===== src/rtl/alu_share_arbiter.sv =====
// alu_share_arbiter
// Lets two command sources share one 8-bit ALU (A,B,OP -> 16-bit R).
// Round-robin arbitration picks one command, the operands are held stable
// on the ALU inputs for ALU_LAT cycles, and the registered result is then
// returned to the winning requester over a valid/ready response channel.
module alu_share_arbiter #(
  parameter int unsigned ALU_LAT = 1
) (
  input  logic        clk,
  input  logic        rst_n,
  input  logic [1:0]  req_valid,
  output logic [1:0]  req_ready,
  input  logic [7:0]  req_a0,
  input  logic [7:0]  req_b0,
  input  logic [2:0]  req_op0,
  input  logic [7:0]  req_a1,
  input  logic [7:0]  req_b1,
  input  logic [2:0]  req_op1,
  output logic [7:0]  alu_a,
  output logic [7:0]  alu_b,
  output logic [2:0]  alu_op,
  input  logic [15:0] alu_r,
  output logic [1:0]  rsp_valid,
  input  logic [1:0]  rsp_ready,
  output logic [15:0] rsp_data,
  output logic        rsp_id,
  output logic        busy
);

  localparam logic [1:0] IDLE = 2'd0;
  localparam logic [1:0] HOLD = 2'd1;
  localparam logic [1:0] RESP = 2'd2;

  // Value of the hold counter on the last cycle the operands must stay put
  localparam logic [3:0] LAST_CNT = 4'(ALU_LAT - 1);

  logic [1:0] state;
  logic       rr_ptr;
  logic [3:0] cnt;
  logic       id;
  logic       grant_id;
  logic       accept;

  // Grant logic: a lone requester wins outright, a tie goes to rr_ptr.
  // Ready is forced low while reset is asserted so every output reads 0.
  always_comb begin
    req_ready = 2'b00;
    grant_id  = 1'b0;
    if (rst_n && (state == IDLE)) begin
      case (req_valid)
        2'b01: begin
          req_ready = 2'b01;
          grant_id  = 1'b0;
        end
        2'b10: begin
          req_ready = 2'b10;
          grant_id  = 1'b1;
        end
        2'b11: begin
          grant_id  = rr_ptr;
          req_ready = rr_ptr ? 2'b10 : 2'b01;
        end
        default: begin
          req_ready = 2'b00;
          grant_id  = 1'b0;
        end
      endcase
    end
  end

  assign accept = |req_ready;

  // Transaction sequencer: accept in IDLE, hold operands in HOLD, then
  // present the captured result in RESP until its owner takes it
  always_ff @(posedge clk) begin
    if (!rst_n) begin
      state    <= IDLE;
      rr_ptr   <= 1'b0;
      cnt      <= 4'd0;
      id       <= 1'b0;
      alu_a    <= 8'd0;
      alu_b    <= 8'd0;
      alu_op   <= 3'd0;
      rsp_data <= 16'd0;
    end else begin
      case (state)
        IDLE: begin
          if (accept) begin
            alu_a  <= grant_id ? req_a1  : req_a0;
            alu_b  <= grant_id ? req_b1  : req_b0;
            alu_op <= grant_id ? req_op1 : req_op0;
            id     <= grant_id;
            cnt    <= 4'd0;
            state  <= HOLD;
          end
        end
        HOLD: begin
          cnt <= cnt + 4'd1;
          if (cnt == LAST_CNT) begin
            rsp_data <= alu_r;
            state    <= RESP;
          end
        end
        RESP: begin
          if (rsp_ready[id]) begin
            rr_ptr <= ~id;
            state  <= IDLE;
          end
        end
        default: begin
          state <= IDLE;
        end
      endcase
    end
  end

  // Response valid is one-hot on the owner while the result is on offer
  always_comb begin
    rsp_valid = 2'b00;
    if (state == RESP) begin
      rsp_valid = id ? 2'b10 : 2'b01;
    end
  end

  assign rsp_id = id;
  assign busy   = (state != IDLE);

endmodule


===== config.mk =====
export PLATFORM = sky130hd
export DESIGN_NAME = alu_share_arbiter
export DESIGN_NICKNAME = d
export VERILOG_FILES = /design/src/rtl/alu_share_arbiter.sv
export SDC_FILE = /design/constraint.sdc
export NUM_CORES = 1
export LEC_CHECK = 0
export CAP_MARGIN = 20
export CORE_ASPECT_RATIO = 1.1
export CORE_MARGIN = 3
export CORE_UTILIZATION = 41
export DETAILED_ROUTE_END_ITERATION = 12
export GPL_ROUTABILITY_DRIVEN = 0
export HOLD_SLACK_MARGIN = 0.08
export PLACE_DENSITY = 0.91
export SLEW_MARGIN = 25
export SYNTH_ARGS = -nofsm -noshare
export SYNTH_HDL_FRONTEND = slang
export SYNTH_SLANG_ARGS = --single-unit

===== constraint.sdc =====
create_clock -name clk -period 1.8 [get_ports clk]
set_input_delay 0.36 -clock clk [delete_from_list [all_inputs] [get_ports clk]]
set_output_delay 0.36 -clock clk [all_outputs]
set_load 0.02 [all_outputs]

==> out/results.txt, run 1 <==
Syn Nets: 309
Site Rows: 27
Longest Clk Path Bufs: 2
outcome: complete, no violations
hold crit path type: reg -> reg
Overflow after GRT: 0
mapped cell area: 2190 sq um
vias in the first global route: 2319
Synth warnings: 0
FMAX: 0.577 GHz
Worst Path Arrival: 1.37 ns
Final WS setup: 0.0662 ns
Yosys cell types: 37
die area: 6250 sq um
Sequential Power Share: 0.439
NetSw: 758 uW
RSZ-0062 raised after global routing: no
DP Cell Count: 397
critical path's largest stage delay: 0.42 ns
DRC viols: 0
largest cells by area after synthesis: dfxtp_1, o31ai_2, a21oi_1, a311oi_1, nand4_1
power per cell area: 720 nW/um^2
antenna viol nets, final: 0
worst-skew pair later-pin latency: 0.29 ns
n_diodes: 0
crit path cell chain: or3b_4 > a211oi_2 > buf_2
CP max stage cell: or3b_4
WHS: 0.478 ns
DR WL met3: 482 microns
post-synthesis sequential area ratio: 0.393
first drt pass iteration count: 4
Area Growth Syn to Fin: 53.9%
Peak supply drop: 0.000320 V
worst hold path depth: 2
CORE AREA: 5070 sq um
Max-Slew Margin vs Limit: 0.560
#FFs+latches synth: 43
max-capacitance violation count: 0
Crit Path Class: reg -> out
commonest non-fill, non-tap cells in the layout: clkdlybuf4s50_1, dfxtp_1, a21oi_1, buf_4
WP data required: 1.44 ns
CP endpoint kind: output port
Post-synth EDFFs: 0
skew final: 0.00332 ns
Top Layer Used: met4
routed length per instance: 16.6 microns
post-synth top area cell: dfxtp_1
Final #Nets: 408
pre-CTS setup slack: -0.672 ns
pin count of the biggest net entering global routing: 25
Clk Tree Root Cell: clkbuf_8
hold_buf cts: 0
Yosys top cell area share: 0.393
R2R depth: 5
Die H: 82.6 microns
Period Utilization, post-route: 0.963
met1 wire length: 2580 microns
Clock Sinks: 43
crit path time final: 1.73 ns
GRT Util Overall: 0.222
initial antenna violation count: 0
crit-path max FO: 4
most common library cell in the layout ignoring fill and taps: clkdlybuf4s50_1
I/O Buffers: 100
Main synth FF type: dfxtp_1
DP HPWL: 4910 microns
switching share of total power: 0.312
die width: 75.7 microns
Max Slew Vio Count: 0
asr flop ratio synth: 0
layout cells sized above 1: 0.167
num ports: 101
internal power: 1.67 mW
Fin. Hold Viols: 0
final setup fails: 0
synthesized area per cell: 8.86 sq um
number of CTS-inserted buffers: 5
first-pass GRT wire length: 10800 microns
vias post-DR: 2406
Worst-Margin Slew: 0.659 ns
Comb pwr share: 0.318
clock power share: 0.243
H-Tree Depth: 2
Via density: 5.94
post-route setup TNS: 0 ns
final WL: 6710 microns
leak pwr: 1.16 nW
TritonCTS clock tree: built
CTS clk-pin slew, worst paths: 0.08 ns
startpoint types: register
met2 wire len: 3540 microns
Iter 0 DRT Violations: 147
starting density of the core: 0.432
Final Non-Filler Cells: 405
Synth Instances: 247
[area by class of cell]
cell class,count,area [sq um]
clock buffer,6,72.6
sequential,43,861
clock inverter,2,12.5
tap,58,72.6
multi-input combinational,168,1170
fill,425,1700
timing repair buffer,122,1150
inverter,6,22.5
[logic make-up after synthesis]
logic type	share of synthesized area
AOI/OAI and AO/OA	0.337
xor gates and xnor gates	0.00400
adders and majority gates	0.0114
buffers and inverters	0.0829
DFF	0.393
muxes	0.00457
and+or+nand+nor	0.167
[layer usage]
layer | global-route usage | vias up
met3 | 0.0412 | 10
met4 | 0.0752 | 0
met2 | 0.408 | 111
li1 | - | 1143
met5 | 0 | -
met1 | 0.254 | 1142
[sequential cells by signal (all words and copies together), names as in the netlist]
name and flops:
rsp_id 1, state 2, alu_op 3, alu_b 8
cnt 4, rr_ptr 1, rsp_data 16, alu_a 8
[path summary, 6_finish.rpt]
kind | startpoint | to | slack [ns]
worst max-delay path | state[0] | req_ready[0] | 0.07
worst min-delay path | rsp_data[2] | rsp_data[2] | 0.48
worst max register to register | state[0] | alu_b[2] | 0.19
worst min register to register | rsp_data[2] | rsp_data[2] | 0.48
[stage by stage]
| step | util | power, mW | area [sq um] |
|---|---|---|---|
| finish | 0.665 | 2.43 | 3370 |
| global route | 0.665 | 2.55 | 3370 |
| CTS | 0.667 | 2.45 | 3380 |
| detailed placement | 0.651 | 1.86 | 3300 |
| global placement | 0.651 | 1.84 | 3300 |
| floorplan | - | 1.49 | 2200 |
[power groups by stage]
stage | Clock, mW | Sequential (mW) | Combinational, mW
finish | 0.591 | 1.07 | 0.771
global placement | 0 | 1.08 | 0.759
CTS | 0.610 | 1.07 | 0.773
floorplan | 0 | 1.16 | 0.329
detailed placement | 0 | 1.09 | 0.774
global route | 0.645 | 1.07 | 0.832
[Yosys cell counts, drive strengths merged, types with 2 or more instances]
cell    number
or3b         2
inv          5
o21ai       17
ha           2
dfxtp       43
nor3b        2
a22oi        2
or2          2
o31ai       20
o211ai       2
clkbuf      17
nor2         4
or3          2
nand3b       2
nor3         2
buf         13
a21oi       39
nand3       18
nand4       19
a311oi      19
nor2b        3
[repair_timing]
item                       in CTS  in global routing
gates resized for setup        16                  5
cloned                          0                  0
pin swaps                       1                  0
setup buffers                   0                  0
setup endpoints to repair      25                 20
[critical path, delay by kind of cell, from the launching register on]
family | cells | cell delay, ns
flops | 1 | 0.32
compound gates | 1 | 0.14
buf+inv | 1 | 0.20
simple gates | 1 | 0.42
(Power assumes the default switching activity.)
==> run 2: changes to the inputs <==
CELL_PAD_IN_SITES_DETAIL_PLACEMENT = 1   (was default)
CELL_PAD_IN_SITES_GLOBAL_PLACEMENT = 1   (was default)
CORE_MARGIN = 4   (was 3)
CORE_UTILIZATION = 29   (was 41)
PLACE_DENSITY = 0.9   (was 0.91)
==> out/results.txt, run 2 (same netlist as run 1, synthesis figures left out) <==
vias in the first global route: 2466 (+6.3%)
DRC viols: 0 (unchanged)
vias post-DR: 2389 (-0.71%)
pre-CTS setup slack: -0.719 ns (-0.0470 ns)
H-Tree Depth: 2 (unchanged)
Overflow after GRT: 0 (unchanged)
first drt pass iteration count: 4 (unchanged)
Peak supply drop: 0.000344 V (+7.6%)
CP endpoint kind: output port
GRT Util Overall: 0.171 (-0.0517)
crit-path max FO: 7 (+3)
startpoint types: register
Final #Nets: 410 (+0.49%)
worst-skew pair later-pin latency: 0.29 ns (about the same)
crit path time final: 1.74 ns (+0.00599 ns)
Hold Startpoint: rsp_data[8]
routed length per instance: 18.1 microns (+9.6%)
Clk Tree Root Cell: clkbuf_8
die area: 9010 sq um (+44%)
Max-Slew Margin vs Limit: 0.540 (-0.0202)
Clock Sinks: 43 (unchanged)
worst flop-to-flop path startpoint: cnt[0]
final WL: 7870 microns (+17%)
DP HPWL: 5900 microns (+20%)
hold_buf cts: 0 (unchanged)
TritonCTS clock tree: built
Iter 0 DRT Violations: 78 (-47%)
DR WL met3: 382 microns (-21%)
Die H: 99.1 microns (+20%)
final setup fails: 0 (unchanged)
Max Slew Vio Count: 0 (unchanged)
commonest non-fill, non-tap cells in the layout: clkdlybuf4s50_1, dfxtp_1, a21oi_1, buf_4
Site Rows: 32 (+19%)
worst hold path depth: 2 (unchanged)
antenna viol nets, final: 0 (unchanged)
outcome: complete, no violations
layout cells sized above 1: 0.178 (+0.0105)
Worst-Margin Slew: 0.689 ns (+0.0303 ns)
Largest Register: rsp_data
FMAX: 0.575 GHz (-0.34%)
Period Utilization, post-route: 0.967 (+0.00333)
leak pwr: 1.20 nW (+3.1%)
max-capacitance violation count: 0 (unchanged)
R2R depth: 5 (unchanged)
n_diodes: 0 (unchanged)
num ports: 101 (unchanged)
pin count of the biggest net entering global routing: 34 (+36%)
most common library cell in the layout ignoring fill and taps: clkdlybuf4s50_1
die width: 90.9 microns (+20%)
first-pass GRT wire length: 12600 microns (+17%)
Crit Path Class: reg -> out
largest registers: rsp_data: 16 flops, alu_a: 8 flops, alu_b: 8 flops
Via density: 5.50 (-7.3%)
fill count: 827 (+95%)
R2R Setup Slk: 0.13 ns (-0.06 ns)
critical path's largest stage delay: 0.35 ns (-0.07 ns)
Longest Clk Path Bufs: 2 (unchanged)
Top Layer Used: met4
skew final: 0.00634 ns (+0.00302 ns)
WHS: 0.484 ns (+0.00659 ns)
Largest register FFs: 16 (unchanged)
I/O Buffers: 100 (unchanged)
CTS clk-pin slew, worst paths: 0.08 ns (about the same)
number of CTS-inserted buffers: 5 (unchanged)
Area Growth Syn to Fin: 58.9%
crit path cell chain: buf_6 > and2b_1 > and2_1 > clkdlybuf4s15_2
hold crit path type: reg -> reg
WP data required: 1.44 ns (about the same)
Worst Hold Endpoint: rsp_data[8]
Final WS setup: 0.0602 ns (-0.00599 ns)
RSZ-0062 raised after global routing: no
met2 wire len: 4000 microns (+13%)
power per cell area: 764 nW/um^2 (+6.1%)
met1 wire length: 3400 microns (+32%)
Worst Path Arrival: 1.38 ns (about the same)
R2R Path End: rsp_data[0]
CP max stage cell: dfxtp_2
Fin. Hold Viols: 0 (unchanged)
initial antenna violation count: 0 (unchanged)
CORE AREA: 7170 sq um (+41%)
starting density of the core: 0.306 (-0.127)
==> run 2: changes by cell type in the layout (fill, tap and decap cells not counted), sizes merged <==
cell and change:
clkinvlp -1, buf +3, clkbuf -2, clkdlybuf4s15 +1, bufinv +1
==> run 2: final cells by class <==
| type | count | area, sq um | share of cell area |
|---|---|---|---|
| Sequential cell | 43 | 862 | 0.248 |
| Inverter | 6 | 22.5 | 0.00647 |
| Clock inverter | 2 | 35.0 | 0.0101 |
| Multi-Input combinational cell | 168 | 1170 | 0.338 |
| Timing Repair Buffer | 124 | 1190 | 0.344 |
| Tap cell | 85 | 106 | 0.0306 |
| Clock buffer | 6 | 82.6 | 0.0237 |
==> run 2: metal layers <==
metal  track usage  vias up
met5             0        -
li1              -     1150
met4        0.0499        0
met3        0.0348        7
met1         0.205     1162
met2         0.307       70
==> run 2: power by group <==
group	total, mW	internal (mW)	switching [mW]
clock	0.787	0.449	0.337
sequential	1.07	1.02	0.0469
combinational	0.803	0.391	0.412
==> run 2: critical path, delay by kind of cell (launching register included) <==
kind          cells  cell delay [ns]
simple gates      2             0.37
buf+inv           2             0.36
flops             1             0.35
==> run 2: through the flow <==
stage / area (sq um) / cells / utilization / power (mW) / setup TNS [ns]
floorplan: 2200 / 247 / - / 1.49 / 0
detailed placement: 3360 / 426 / 0.469 / 1.90 / -9.82
global placement: 3360 / 426 / 0.469 / 1.87 / -8.49
CTS: 3480 / 434 / 0.486 / 2.68 / -0.00637
global route: 3480 / 434 / 0.485 / 2.78 / 0
finish: 3480 / 434 / 0.485 / 2.66 / 0
==> run 2: what timing repair did <==
| item | in CTS | in global routing |
|---|---|---|
| setup buffers | 0 | 0 |
| resized for setup | 21 | 4 |
| setup endpoints to repair | 42 | 4 |
| pin swaps | 2 | 1 |
==> run 2: how the worst max path moves through the flow <==
stage / start / end / cells after the start
2_1_floorplan: state[0] / req_ready[0] / 4
3_3_place_gp: rst_n / req_ready[1] / 4
3_5_place_dp: rst_n / req_ready[0] / 4
4_1_cts: state[1] / req_ready[0] / 3
5_1_grt: cnt[0] / rsp_data[0] / 5
6_report: state[0] / rsp_valid[1] / 4
==> run 3: changes to the inputs <==
CORE_MARGIN = default   (was 4)
CTS_BUF_LIST = sky130_fd_sc_hd__clkbuf_16   (was default)
==> out/results.txt, run 3 (same netlist as run 1, synthesis figures left out) <==
R2R depth: 5 (unchanged)
Area Growth Syn to Fin: 61.7%
Site Rows: 32 (unchanged)
number of CTS-inserted buffers: 5 (unchanged)
pin count of the biggest net entering global routing: 40 (+18%)
vias in the first global route: 2718 (+10%)
max-capacitance violation count: 0 (unchanged)
Worst Hold Endpoint: rsp_data[13]
most common library cell in the layout ignoring fill and taps: clkdlybuf4s50_1
DP HPWL: 5620 microns (-4.8%)
skew final: 0.00719 ns (+0.000850 ns)
die width: 84.9 microns (-6.6%)
Largest Register: rsp_data
Crit Path Class: reg -> out
RSZ-0062 raised after global routing: no
Largest register FFs: 16 (unchanged)
CORE AREA: 7170 sq um (unchanged)
R2R Path End: rsp_data[2]
R2R Setup Slk: 0.16 ns (+0.03 ns)
Longest Clk Path Bufs: 2 (unchanged)
WP data required: 1.44 ns (about the same)
pre-CTS setup slack: -0.684 ns (+0.0351 ns)
layout cells sized above 1: 0.172 (-0.00573)
DR WL met3: 383 microns (+0.26%)
first-pass GRT wire length: 12900 microns (+3.0%)
worst-skew pair later-pin latency: 0.28 ns (about the same)
CP endpoint kind: output port
crit-path max FO: 4 (-3)
worst flop-to-flop path startpoint: cnt[0]
clock power share: 0.382 (+0.086)
Max Slew Vio Count: 0 (unchanged)
GRT Util Overall: 0.207 (+0.0365)
Clock Sinks: 43 (unchanged)
Top Layer Used: met4
switching share of total power: 0.273 (-0.0262)
worst hold path depth: 2 (unchanged)
Worst Path Arrival: 1.36 ns (-0.02 ns)
Die H: 93.1 microns (-6.1%)
Fin. Hold Viols: 0 (unchanged)
starting density of the core: 0.306 (unchanged)
Peak supply drop: 0.000600 V (+74%)
vias post-DR: 2441 (+2.2%)
Iter 0 DRT Violations: 99 (+27%)
crit path time final: 1.72 ns (-0.0193 ns)
final setup fails: 0 (unchanged)
Hold Startpoint: rsp_data[13]
FMAX: 0.581 GHz (+1.1%)
Worst-Margin Slew: 0.694 ns (+0.00469 ns)
CTS clk-pin slew, worst paths: 0.06 ns (-0.02 ns)
antenna viol nets, final: 0 (unchanged)
violated checks: design-rule violations
post-route total power: 3.03 mW (+14%)
post-route setup TNS: 0 ns (unchanged)
first drt pass iteration count: 9 (+5)
initial antenna violation count: 0 (unchanged)
power per cell area: 855 nW/um^2 (+12%)
Final WS setup: 0.0795 ns (+0.0193 ns)
Clk Tree Root Cell: clkbuf_16
leak pwr: 1.24 nW (+3.5%)
routed length per instance: 18.2 microns (+0.33%)
Comb pwr share: 0.264 (-0.038)
H-Tree Depth: 2 (unchanged)
crit path launch: state[0]
Via density: 5.62 (+2.2%)
die area: 7900 sq um (-12%)
final WL: 7900 microns (+0.33%)
I/O Buffers: 100 (unchanged)
Sequential Power Share: 0.354 (-0.048)
largest registers: rsp_data: 16 flops, alu_a: 8 flops, alu_b: 8 flops
n_diodes: 0 (unchanged)
met1 wire length: 3100 microns (-8.6%)
WHS: 0.478 ns (-0.00683 ns)
startpoint types: register
fill count: 820 (-0.85%)
outcome: finished with violations
Max-Slew Margin vs Limit: 0.537 (-0.00313)
DRC viols: 4 (+4)
met2 wire len: 4180 microns (+4.6%)
Overflow after GRT: 0 (unchanged)
Final #Nets: 410 (unchanged)
internal power: 2.20 mW (+18%)
num ports: 101 (unchanged)
NetSw: 827 uW (+3.9%)
Period Utilization, post-route: 0.956 (-0.0107)
commonest non-fill, non-tap cells in the layout: clkdlybuf4s50_1, dfxtp_1, a21oi_1, buf_4
hold crit path type: reg -> reg
TritonCTS clock tree: built
[run 3: layer usage]
| metal | track usage | vias to the layer above |
|---|---|---|
| li1 | - | 1149 |
| met5 | 0 | - |
| met3 | 0.0327 | 17 |
| met2 | 0.387 | 87 |
| met4 | 0.0932 | 0 |
| met1 | 0.230 | 1188 |
[run 3: worst max path at each step]
stage / end / slack [ns] / depth (start not counted)
CTS: rsp_valid[0] / 0.003 / 4
global placement: req_ready[1] / -0.70 / 4
floorplan: req_ready[0] / 0.12 / 4
detailed placement: req_ready[0] / -0.68 / 4
finish: req_ready[0] / 0.08 / 3
global route: rsp_data[6] / 0.02 / 5
[run 3: worst max-delay path: stages, from the launching register on]
cell and delay (ns):
dfxtp_1 0.32, or3b_4 0.43, a211oi_2 0.16, buf_4 0.17
[run 3: through the flow]
| stage | std cells | util | instance area (sq um) |
|---|---|---|---|
| 6_report | 434 | 0.494 | 3540 |
| 2_1_floorplan | 247 | - | 2200 |
| 3_5_place_dp | 426 | 0.469 | 3360 |
| 3_3_place_gp | 426 | 0.469 | 3360 |
| 4_1_cts | 434 | 0.496 | 3550 |
| 5_1_grt | 434 | 0.494 | 3540 |
[run 3: timing repair]
action / in CTS / in global routing
endpoints found under the setup margin: 41 / 5
hold buffers: 0 / 0
gates resized for setup: 19 / 4
buffers inserted: 0 / 0
pin swaps: 2 / 1
[run 3: cell type report]
| type | count | area, sq um | share of cell area |
|---|---|---|---|
| Multi-Input combinational cell | 168 | 1170 | 0.332 |
| Inverter | 6 | 22.5 | 0.00636 |
| Sequential cell | 43 | 861 | 0.243 |
| Tap cell | 85 | 106 | 0.0300 |
| Clock inverter | 3 | 63.8 | 0.0180 |
| Timing Repair Buffer | 124 | 1190 | 0.335 |
| Clock buffer | 5 | 125 | 0.0353 |
[run 3: power by group through the flow]
| stage | Clock (mW) | Combinational [mW] | Sequential [mW] |
|---|---|---|---|
| after floorplan | 0 | 0.329 | 1.16 |
| after global placement | 0 | 0.776 | 1.09 |
| after detailed placement | 0 | 0.801 | 1.09 |
| after CTS | 1.18 | 0.807 | 1.07 |
| after global routing | 1.21 | 0.856 | 1.08 |
| final | 1.16 | 0.798 | 1.07 |
